<file path="src/rtl/mem_arbiter_if.sv">
// mem_arbiter_if: requester (IF/LS) and RAM-side bundle for mem_arbiter.
// Rev 1.0 - initial release
`default_nettype none
`timescale 1ns/1ps

interface mem_arbiter_if #(
  parameter int ADDR_W = 8
);
  logic              if_req;
  logic [ADDR_W-1:0] if_addr;
  logic              if_gnt;
  logic              if_valid;
  logic [31:0]       if_rdata;

  logic              ls_req;
  logic              ls_we;
  logic [ADDR_W-1:0] ls_addr;
  logic [31:0]       ls_wdata;
  logic [1:0]        ls_size;
  logic              ls_unsigned;
  logic              ls_gnt;
  logic              ls_done;
  logic [31:0]       ls_rdata;

  logic              ram_en;
  logic              ram_we;
  logic [3:0]        ram_be;
  logic [ADDR_W-1:0] ram_addr;
  logic [31:0]       ram_din;
  logic [31:0]       ram_dout;

  logic              busy;

  modport slave (
    input  if_req, if_addr, ls_req, ls_we, ls_addr, ls_wdata, ls_size, ls_unsigned, ram_dout,
    output if_gnt, if_valid, if_rdata, ls_gnt, ls_done, ls_rdata,
           ram_en, ram_we, ram_be, ram_addr, ram_din, busy
  );

  modport master (
    output if_req, if_addr, ls_req, ls_we, ls_addr, ls_wdata, ls_size, ls_unsigned, ram_dout,
    input  if_gnt, if_valid, if_rdata, ls_gnt, ls_done, ls_rdata,
           ram_en, ram_we, ram_be, ram_addr, ram_din, busy
  );
endinterface

`default_nettype wire

</file>
<file path="src/rtl/mem_arbiter.sv">
// mem_arbiter: IF/LS arbiter and sequencer for a shared single-port RAM.
// Optional macro MEM_ARB_RR_EN selects round-robin on contention. Rev 1.0
`default_nettype none
`timescale 1ns/1ps

module mem_arbiter #(
  parameter int ADDR_W = 8,
  parameter int DATA_W = 32,
  parameter int RD_LAT = 1
) (
  input  wire logic    clk,
  input  wire logic    rst,
  mem_arbiter_if.slave bus
);

  typedef enum logic [1:0] {S_IDLE, S_ISSUE, S_WAIT, S_DONE} state_t;

  localparam logic       c_OWN_IF = 1'b0;
  localparam logic [1:0] c_LAT    = 2'(RD_LAT);

  state_t              r_state;
  logic                r_owner;
  logic [1:0]          r_cnt;
  logic                r_we;
  logic [ADDR_W-1:0]   r_addr;
  logic [1:0]          r_size;
  logic                r_uns;
  logic                r_ram_en;
  logic                r_ram_we;
  logic [3:0]          r_ram_be;
  logic [DATA_W-1:0]   r_ram_din;
  logic                r_if_gnt;
  logic                r_ls_gnt;
  logic                r_if_valid;
  logic                r_ls_done;
  logic [DATA_W-1:0]   r_if_rdata;
  logic [DATA_W-1:0]   r_ls_rdata;
  logic                r_busy;
`ifdef MEM_ARB_RR_EN
  logic                r_last_owner;
`endif

  logic                w_sel_ls;
  logic                w_store;
  logic [3:0]          w_be;
  logic [DATA_W-1:0]   w_din;

  function automatic logic [31:0] f_fmt(input logic [31:0] d, input logic [1:0] sz, input logic uns);
    case (sz)
      2'b00:   f_fmt = {{24{~uns & d[7]}}, d[7:0]};
      2'b01:   f_fmt = {{16{~uns & d[15]}}, d[15:0]};
      default: f_fmt = d;
    endcase
  endfunction

  always_comb begin
    w_sel_ls = bus.ls_req;
`ifdef MEM_ARB_RR_EN
    if (bus.ls_req && bus.if_req) w_sel_ls = (r_last_owner == c_OWN_IF);
`endif
  end

  // Lane steering is computed from the live inputs at the IDLE edge so the
  // RAM-side registers already hold their ISSUE values.
  always_comb begin
    w_store = w_sel_ls & bus.ls_we;
    w_be    = 4'b1111;
    w_din   = '0;
    if (w_store) begin
      case (bus.ls_size)
        2'b00: begin
          w_be  = 4'b0001;
          w_din = {24'd0, bus.ls_wdata[7:0]};
        end
        2'b01: begin
          w_be  = 4'b0011;
          w_din = {16'd0, bus.ls_wdata[15:0]};
        end
        default: w_din = bus.ls_wdata;
      endcase
    end
  end

  always_ff @(posedge clk or negedge rst) begin
    if (!rst) begin
      r_state      <= S_IDLE;
      r_owner      <= c_OWN_IF;
      r_cnt        <= '0;
      r_we         <= 1'b0;
      r_addr       <= '0;
      r_size       <= '0;
      r_uns        <= 1'b0;
      r_ram_en     <= 1'b0;
      r_ram_we     <= 1'b0;
      r_ram_be     <= '0;
      r_ram_din    <= '0;
      r_if_gnt     <= 1'b0;
      r_ls_gnt     <= 1'b0;
      r_if_valid   <= 1'b0;
      r_ls_done    <= 1'b0;
      r_if_rdata   <= '0;
      r_ls_rdata   <= '0;
      r_busy       <= 1'b0;
`ifdef MEM_ARB_RR_EN
      r_last_owner <= c_OWN_IF;
`endif
    end else begin
      r_ram_en   <= 1'b0;
      r_ram_we   <= 1'b0;
      r_if_valid <= 1'b0;
      r_ls_done  <= 1'b0;
      case (r_state)
        S_IDLE: begin
          if (bus.if_req || bus.ls_req) begin
            r_state   <= S_ISSUE;
            r_owner   <= w_sel_ls;
            r_we      <= w_store;
            r_addr    <= w_sel_ls ? bus.ls_addr : bus.if_addr;
            r_size    <= bus.ls_size;
            r_uns     <= bus.ls_unsigned;
            r_ram_en  <= 1'b1;
            r_ram_we  <= w_store;
            r_ram_be  <= w_be;
            r_ram_din <= w_din;
            r_ls_gnt  <= w_sel_ls;
            r_if_gnt  <= ~w_sel_ls;
            r_busy    <= 1'b1;
          end
        end
        S_ISSUE: begin
          if (r_we) begin
            r_state   <= S_DONE;
            r_ls_done <= 1'b1;
          end else begin
            r_state <= S_WAIT;
            r_cnt   <= c_LAT;
          end
        end
        S_WAIT: begin
          if (r_cnt == 2'd1) begin
            r_state <= S_DONE;
            if (r_owner != c_OWN_IF) begin
              r_ls_done  <= 1'b1;
              r_ls_rdata <= f_fmt(bus.ram_dout, r_size, r_uns);
            end else begin
              r_if_valid <= 1'b1;
              r_if_rdata <= bus.ram_dout;
            end
          end
          r_cnt <= r_cnt - 2'd1;
        end
        S_DONE: begin
          r_state  <= S_IDLE;
          r_if_gnt <= 1'b0;
          r_ls_gnt <= 1'b0;
          r_busy   <= 1'b0;
`ifdef MEM_ARB_RR_EN
          r_last_owner <= r_owner;
`endif
        end
        default: r_state <= S_IDLE;
      endcase
    end
  end

  assign bus.ram_en   = r_ram_en;
  assign bus.ram_we   = r_ram_we;
  assign bus.ram_be   = r_ram_be;
  assign bus.ram_addr = r_addr;
  assign bus.ram_din  = r_ram_din;
  assign bus.if_gnt   = r_if_gnt;
  assign bus.ls_gnt   = r_ls_gnt;
  assign bus.if_valid = r_if_valid;
  assign bus.ls_done  = r_ls_done;
  assign bus.if_rdata = r_if_rdata;
  assign bus.ls_rdata = r_ls_rdata;
  assign bus.busy     = r_busy;

endmodule

`default_nettype wire

</file>
<file path="src/flat_wrapper.sv">
// flat-port wrapper written by rule: the top's interface ports become plain ports
module mem_arbiter_flat 
#(
  parameter int ADDR_W = 8,
  parameter int DATA_W = 32,
  parameter int RD_LAT = 1
)
  (clk, rst, bus_if_req, bus_if_addr, bus_ls_req, bus_ls_we, bus_ls_addr, bus_ls_wdata, bus_ls_size, bus_ls_unsigned, bus_ram_dout, bus_if_gnt, bus_if_valid, bus_if_rdata, bus_ls_gnt, bus_ls_done, bus_ls_rdata, bus_ram_en, bus_ram_we, bus_ram_be, bus_ram_addr, bus_ram_din, bus_busy);
  mem_arbiter_if #(.ADDR_W(ADDR_W)) bus_i ();
  input  wire logic clk;
  input  wire logic rst;
  input wire logic [$bits(bus_i.if_req)-1:0] bus_if_req;
  input wire logic [$bits(bus_i.if_addr)-1:0] bus_if_addr;
  input wire logic [$bits(bus_i.ls_req)-1:0] bus_ls_req;
  input wire logic [$bits(bus_i.ls_we)-1:0] bus_ls_we;
  input wire logic [$bits(bus_i.ls_addr)-1:0] bus_ls_addr;
  input wire logic [$bits(bus_i.ls_wdata)-1:0] bus_ls_wdata;
  input wire logic [$bits(bus_i.ls_size)-1:0] bus_ls_size;
  input wire logic [$bits(bus_i.ls_unsigned)-1:0] bus_ls_unsigned;
  input wire logic [$bits(bus_i.ram_dout)-1:0] bus_ram_dout;
  output wire logic [$bits(bus_i.if_gnt)-1:0] bus_if_gnt;
  output wire logic [$bits(bus_i.if_valid)-1:0] bus_if_valid;
  output wire logic [$bits(bus_i.if_rdata)-1:0] bus_if_rdata;
  output wire logic [$bits(bus_i.ls_gnt)-1:0] bus_ls_gnt;
  output wire logic [$bits(bus_i.ls_done)-1:0] bus_ls_done;
  output wire logic [$bits(bus_i.ls_rdata)-1:0] bus_ls_rdata;
  output wire logic [$bits(bus_i.ram_en)-1:0] bus_ram_en;
  output wire logic [$bits(bus_i.ram_we)-1:0] bus_ram_we;
  output wire logic [$bits(bus_i.ram_be)-1:0] bus_ram_be;
  output wire logic [$bits(bus_i.ram_addr)-1:0] bus_ram_addr;
  output wire logic [$bits(bus_i.ram_din)-1:0] bus_ram_din;
  output wire logic [$bits(bus_i.busy)-1:0] bus_busy;
  assign bus_i.if_req = bus_if_req;
  assign bus_i.if_addr = bus_if_addr;
  assign bus_i.ls_req = bus_ls_req;
  assign bus_i.ls_we = bus_ls_we;
  assign bus_i.ls_addr = bus_ls_addr;
  assign bus_i.ls_wdata = bus_ls_wdata;
  assign bus_i.ls_size = bus_ls_size;
  assign bus_i.ls_unsigned = bus_ls_unsigned;
  assign bus_i.ram_dout = bus_ram_dout;
  assign bus_if_gnt = bus_i.if_gnt;
  assign bus_if_valid = bus_i.if_valid;
  assign bus_if_rdata = bus_i.if_rdata;
  assign bus_ls_gnt = bus_i.ls_gnt;
  assign bus_ls_done = bus_i.ls_done;
  assign bus_ls_rdata = bus_i.ls_rdata;
  assign bus_ram_en = bus_i.ram_en;
  assign bus_ram_we = bus_i.ram_we;
  assign bus_ram_be = bus_i.ram_be;
  assign bus_ram_addr = bus_i.ram_addr;
  assign bus_ram_din = bus_i.ram_din;
  assign bus_busy = bus_i.busy;
  mem_arbiter #(.ADDR_W(ADDR_W), .DATA_W(DATA_W), .RD_LAT(RD_LAT)) u_core (.clk(clk), .rst(rst), .bus(bus_i));
endmodule
</file>
<file path="config.mk">
export PLATFORM = sky130hd
export DESIGN_NAME = mem_arbiter_flat
export DESIGN_NICKNAME = d
export VERILOG_FILES = /design/src/rtl/mem_arbiter_if.sv /design/src/rtl/mem_arbiter.sv /design/src/flat_wrapper.sv
export SDC_FILE = /design/constraint.sdc
export NUM_CORES = 1
export LEC_CHECK = 0
export BUFFER_PORTS_ARGS = -buffer_cell sky130_fd_sc_hd__buf_2
export CAP_MARGIN = 40
export CORE_ASPECT_RATIO = 0.9
export CORE_MARGIN = 2
export CORE_UTILIZATION = 52
export DETAILED_ROUTE_END_ITERATION = 8
export GPL_ROUTABILITY_DRIVEN = 0
export GPL_TIMING_DRIVEN = 0
export PLACE_DENSITY = 0.92
export SYNTH_ARGS = -nofsm -noshare
export SYNTH_HDL_FRONTEND = slang
export SYNTH_SLANG_ARGS = --single-unit
</file>
<file path="constraint.sdc">
create_clock -name clk -period 3.3 [get_ports clk]
set_input_delay 0.165 -clock clk [delete_from_list [all_inputs] [get_ports clk]]
set_output_delay 0.165 -clock clk [all_outputs]
set_load 0.03 [all_outputs]
</file>
After elaboration in Yosys (flattened, before gate mapping)
Cells that the tools add are included.
{"block": "word_totals", "reg_bits": 124, "output_inout_bits": 115}
{"block": "op_classes", "addsub": 1, "eq_ne": 9, "mux": 29, "bitwise_logic": 6, "reduce_logical": 12}
{"op": "$pmux 32 s2", "n": 2}
{"op": "$mux 32", "n": 1}
{"op": "$mux 1", "n": 14}
{"op": "$eq 2x1->1 const B", "n": 4}
{"op": "$mux 8", "n": 1}
{"op": "$pmux 1 s2", "n": 4}
{"op": "$pmux 2 s4", "n": 1}
{"op": "$pmux 4 s2", "n": 1}
{"op": "$reduce_and 2->1", "n": 4}
{"op": "$logic_not 2->1", "n": 3}
{"op": "$mux 2", "n": 3}
{"op": "$reduce_and 3->1", "n": 2}
{"op": "$eq 2x2->1 const B", "n": 2}
{"op": "$mux 4", "n": 1}
{"op": "$ne 2x1->1 const B", "n": 2}
{"op": "$pmux 2 s2", "n": 1}
{"op": "$reduce_bool 2->1", "n": 2}
{"op": "$and 1x1->1", "n": 3}
{"op": "$not 1->1", "n": 3}
{"op": "$ne 2x2->1 const B", "n": 1}
{"op": "$sub 2x1->2 const B", "n": 1}
{"op": "$logic_or 1x1->1", "n": 1}

Logic depth before layout (Yosys ltp)
{"block": "depth", "ltp_word": 3, "depth_mapped": 9, "mapped_depth_nobuf": 6}

Worst setup path after synthesis
Ideal clock, no wire load.
{"block": "synth_path", "path_kind": "register -> register", "from": "register u_core.r_state[0]", "to": "register u_core.r_ram_din[21], in the netlist u_core.bus.ram_din[21]", "setup_time_ns": 0.121, "arrival_ns": 1.504, "required_time_ns": 3.179, "setup_slack_ns": 1.675, "stages_incl_launch_ff": 10, "path_cell_list": "dfrtp_1 -> inv_1 -> ha_1 -> buf_4 -> nand3_2 -> inv_2 -> and2_1 -> buf_2 -> buf_6 -> a22o_1"}
{"block": "synth_via", "elab_chain_len": 2}
{"item": "start: declaration", "line": "mem_arbiter.sv:21", "text": "state_t r_state;"}
{"item": "start signal: assignment", "line": "mem_arbiter.sv:86", "text": "r_state <= S_IDLE;"}
{"item": "start signal: assignment", "line": "mem_arbiter.sv:115", "text": "r_state <= S_ISSUE;"}
{"item": "start signal: assignment", "line": "mem_arbiter.sv:132", "text": "r_state <= S_DONE;"}
{"item": "$logic_not 2->1", "line": "mem_arbiter.sv:112", "text": "case (r_state)"}
{"item": "$reduce_and 2->1 (no source line)"}
{"item": "end signal: assignment", "line": "mem_arbiter.sv:124", "text": "r_ram_din <= w_din;"}
{"item": "end: declaration", "line": "mem_arbiter.sv:31", "text": "logic [DATA_W-1:0] r_ram_din;"}
Every way passes these cells.
A chain may end at the register's enable or synchronous reset.

Final worst setup path
{"block": "layout_path", "from": "register u_core.r_state[0]", "to": "register u_core.r_ram_din[11], in the netlist u_core.bus.ram_din[11]"}
Same word-level chain as after synthesis.

==> flow_summary.json <==
{
  "outcome": "complete, no violations",
  "antenna-diode-count": 0,
  "final_max_slew_viol_count": 0,
  "critical_path_slowest_stage_cell": "sky130_fd_sc_hd__nor2_1",
  "postCtsSetupBuffers": 0,
  "num_rows": 33,
  "cts-buffers-inserted": 17,
  "max-vdd-ir-drop_mv": 0.645,
  "floorplan.core_area_um2": 9130,
  "worstPathCellList": "inv_1 -> ha_1 -> buf_4 -> nand3_2 -> nor2_1 -> a22o_1",
  "clock_insertion_delay_worst_skew_ps": 520,
  "cp-start-kind": "flop",
  "crit_path_max_incr_delay_ps": 560,
  "synth.top_cells.by_area": "sky130_fd_sc_hd__dfrtp_1 (63%), sky130_fd_sc_hd__mux2_2 (7.6%), sky130_fd_sc_hd__a22o_1 (5.9%), sky130_fd_sc_hd__nand2_1 (5.0%), sky130_fd_sc_hd__a21oi_1 (3.8%)",
  "route.final.wire_length_um": 17500,
  "syn-mean-instance-area_um2": 12.0,
  "number_of_antenna_violations_at_the_first_check_in_global_routing": 0,
  "tightestPinTransition_ps": 655,
  "required_ps": 3740,
  "period_needed_ps": 1940,
  "drt_pre_antenna_iters": 7,
  "initial_core_util_pct": 53.8,
  "cts_max_level": 4,
  "p_leak_nw": 3.88,
  "yosys_register_bits": 123,
  "worst_rel_slew_slack_pct": 56.2,
  "cts.sink_count": 123,
  "syn_inst": 409,
  "fraction_of_layout_cells_with_a_size_suffix_above_1_pct": 40.4,
  "netlist-cell-type-count": 32,
  "grt_overflow_total": 0,
  "pin_count_of_the_biggest_net_entering_global_routing": 72,
  "path_max_fanout": 8,
  "synth.yosys.warnings": 0,
  "grt_first_pass_wirelength_um": 26600,
  "n_fill_cell": 453,
  "hp-class": "input port to flop",
  "layout.cells.most_common_list": "sky130_fd_sc_hd__buf_2 (216), sky130_fd_sc_hd__dfrtp_1 (123), sky130_fd_sc_hd__dlygate4sd3_1 (85), sky130_fd_sc_hd__nand2_1 (65), sky130_fd_sc_hd__a21oi_1 (37)",
  "tritoncts": "done",
  "cts.clk_slew.worst_paths_ps": 60,
  "vias_per_cell": 5.69,
  "yosys.area.top_type": "sky130_fd_sc_hd__dfrtp_1",
  "fmaxAchievable_mhz": 515,
  "drv.max_cap_violation_count": 0,
  "worst-setup-path-type": "flop to flop",
  "final-hold-violation-count": 0,
  "setup.worst_path.end_class": "flop",
  "detail_route.iter0.violations": 340,
  "multiInputGateArea_um2": 1640,
  "tns_ps": 0,
  "path_delay_family": "simple AND/OR/NAND/NOR gates",
  "setup-violations-final": 0,
  "detailedPlacementHpwl_um": 9690,
  "setup_repair_after_global_routing_missed_its_margin": "no",
  "layout_area_growth_over_synthesis_pct": 53.1,
  "area.sequential_um2": 3080,
  "io-pin-count": 203,
  "final_common_cell": "sky130_fd_sc_hd__buf_2",
  "routedWlPerCell_um": 20.6,
  "floorplan.die.width_um": 106,
  "detail-route-antenna-nets": 0,
  "die_height_um": 96.2,
  "p_total_w": 0.00832,
  "grt_pass1_vias": 4955,
  "mappedNetlistNets": 502,
  "crit_buf_inv": 2,
  "final_layout_net_count": 808,
  "layout_worst_path_cycle_share_pct": 58.8,
  "netlist.area_leader.share_pct": 62.7,
  "p_per_area_nw_per_um2": 1110,
  "clockRootBuffer": "sky130_fd_sc_hd__clkbuf_8",
  "clockBufferDepth": 2,
  "numPortBuffers": 201,
  "yosysSeqAreaShare_pct": 62.7,
  "skew_ps": 9.14,
  "area_of_the_die_um2": 10200,
  "crit_arrival_ps": 2380,
  "num_vias": 4840,
  "drc": 0,
  "grtUsageTotal_pct": 34.9,
  "netlist_area_um2": 4910
}
## flip-flops by register name, indices dropped and copies added (netlist names)
signal / count
u_core.bus.busy: 1
u_core.bus.if_gnt: 1
u_core.bus.if_rdata: 32
u_core.bus.if_valid: 1
u_core.bus.ls_done: 1
u_core.bus.ls_gnt: 1
u_core.bus.ls_rdata: 32
u_core.bus.ram_addr: 8
u_core.bus.ram_be: 3
u_core.bus.ram_din: 32
u_core.bus.ram_en: 1
u_core.bus.ram_we: 1
u_core.r_cnt: 2
u_core.r_owner: 1
u_core.r_size: 2
u_core.r_state: 2
u_core.r_uns: 1
u_core.r_we: 1
## metrics by stage
| stage | area [um2] | instances | utilization (%) | hold WS (ps) | worst slack, ps |
|---|---|---|---|---|---|
| 2_1_floorplan | 4910 | 409 | - | -131 | 1670 |
| 3_3_place_gp | 6070 | 732 | 66.5 | 364 | 626 |
| 3_5_place_dp | 6100 | 733 | 66.8 | 147 | 1470 |
| 4_1_cts | 7510 | 850 | 82.3 | 11.9 | 1460 |
| 5_1_grt | 7510 | 850 | 82.3 | 22.7 | 1220 |
| 6_report | 7510 | 850 | 82.3 | 24.7 | 1360 |
## worst register-to-register path, stage by stage (launching register included)
cell and delay (ps):
sky130_fd_sc_hd__dfrtp_1 440, sky130_fd_sc_hd__inv_1 110, sky130_fd_sc_hd__ha_1 150, sky130_fd_sc_hd__buf_4 170, sky130_fd_sc_hd__nand3_2 160, sky130_fd_sc_hd__nor2_1 560
sky130_fd_sc_hd__a22o_1 290
## what timing repair did
item | in CTS | in global routing
gates resized for setup | 0 | 0
hold buffers | 85 | 0
endpoints found under the hold margin | 148 | 0
## cells by family after synthesis
kind of cell               synth area share, %
DFF                                       62.7
AOI/OAI and AO/OA                         13.7
and+or+nand+nor                           8.80
muxes                                     9.61
buffers and inverters                     3.85
adders and majority gates                 1.27
## area by class of cell
cell class | instances | share of cell area (%)
inverter | 7 | 0.350
buffer | 28 | 2.16
tap | 122 | 2.03
sequential | 123 | 41.0
clock buffer | 18 | 5.70
clock inverter | 14 | 1.80
timing repair buffer | 287 | 25.2
multi-input combinational | 251 | 21.8
## Yosys cell counts (all sizes together)
cell type and instances:
a31oi 1, a21oi 37, nand2 65, a41o 1, a22o 33, nand2b 4, and3 1, or3 1
dfrtp 123, and2 1, nor2 23, inv 7, o21a 8, nor3b 1, ha 5, nand3 2
mux2i 10, nand3b 1, buf 22, a21boi 1, o21ai 19, mux2 33, clkbuf 6, and4 1
o22a 2, nor4b 1
## power by group
group,internal [W],switching [W]
sequential,0.00220,0.000455
combinational,0.00128,0.00261
clock,0.00103,0.000743
## metal layers
layer / wire (um) / part of all wire [%] / vias to the layer above / GRT usage [%]
met5: 0 / 0 / - / 0
met4: 784 / 4.5 / 0 / 17.5
met3: 1590 / 9.1 / 76 / 10.0
met2: 8910 / 51 / 352 / 61.9
met1: 6210 / 36 / 2371 / 39.0
li1: - / - / 2041 / -
## worst paths after layout
kind | start | endpoint | slack [ps] | cells after the start
setup / recovery | u_core.r_state[0]$_DFFE_PN0P_ | u_core.bus.ram_din[11]$_DFFE_PN0P_ | 1360 | 6
hold / removal | bus_ls_req | u_core.r_we$_DFFE_PN0P_ | 20 | 3
setup reg to reg | u_core.r_state[0]$_DFFE_PN0P_ | u_core.bus.ram_din[11]$_DFFE_PN0P_ | 1360 | 6
hold reg to reg | u_core.bus.ls_rdata[13]$_DFFE_PN0P_ | u_core.bus.ls_rdata[13]$_DFFE_PN0P_ | 480 | 2
max in group asynchronous | rst | u_core.r_size[0]$_DFFE_PN0P_ | 2400 | 3
min in group asynchronous | rst | u_core.bus.if_rdata[2]$_DFFE_PN0P_ | 190 | 2
No activity file was read; power rests on OpenSTA's default activity.
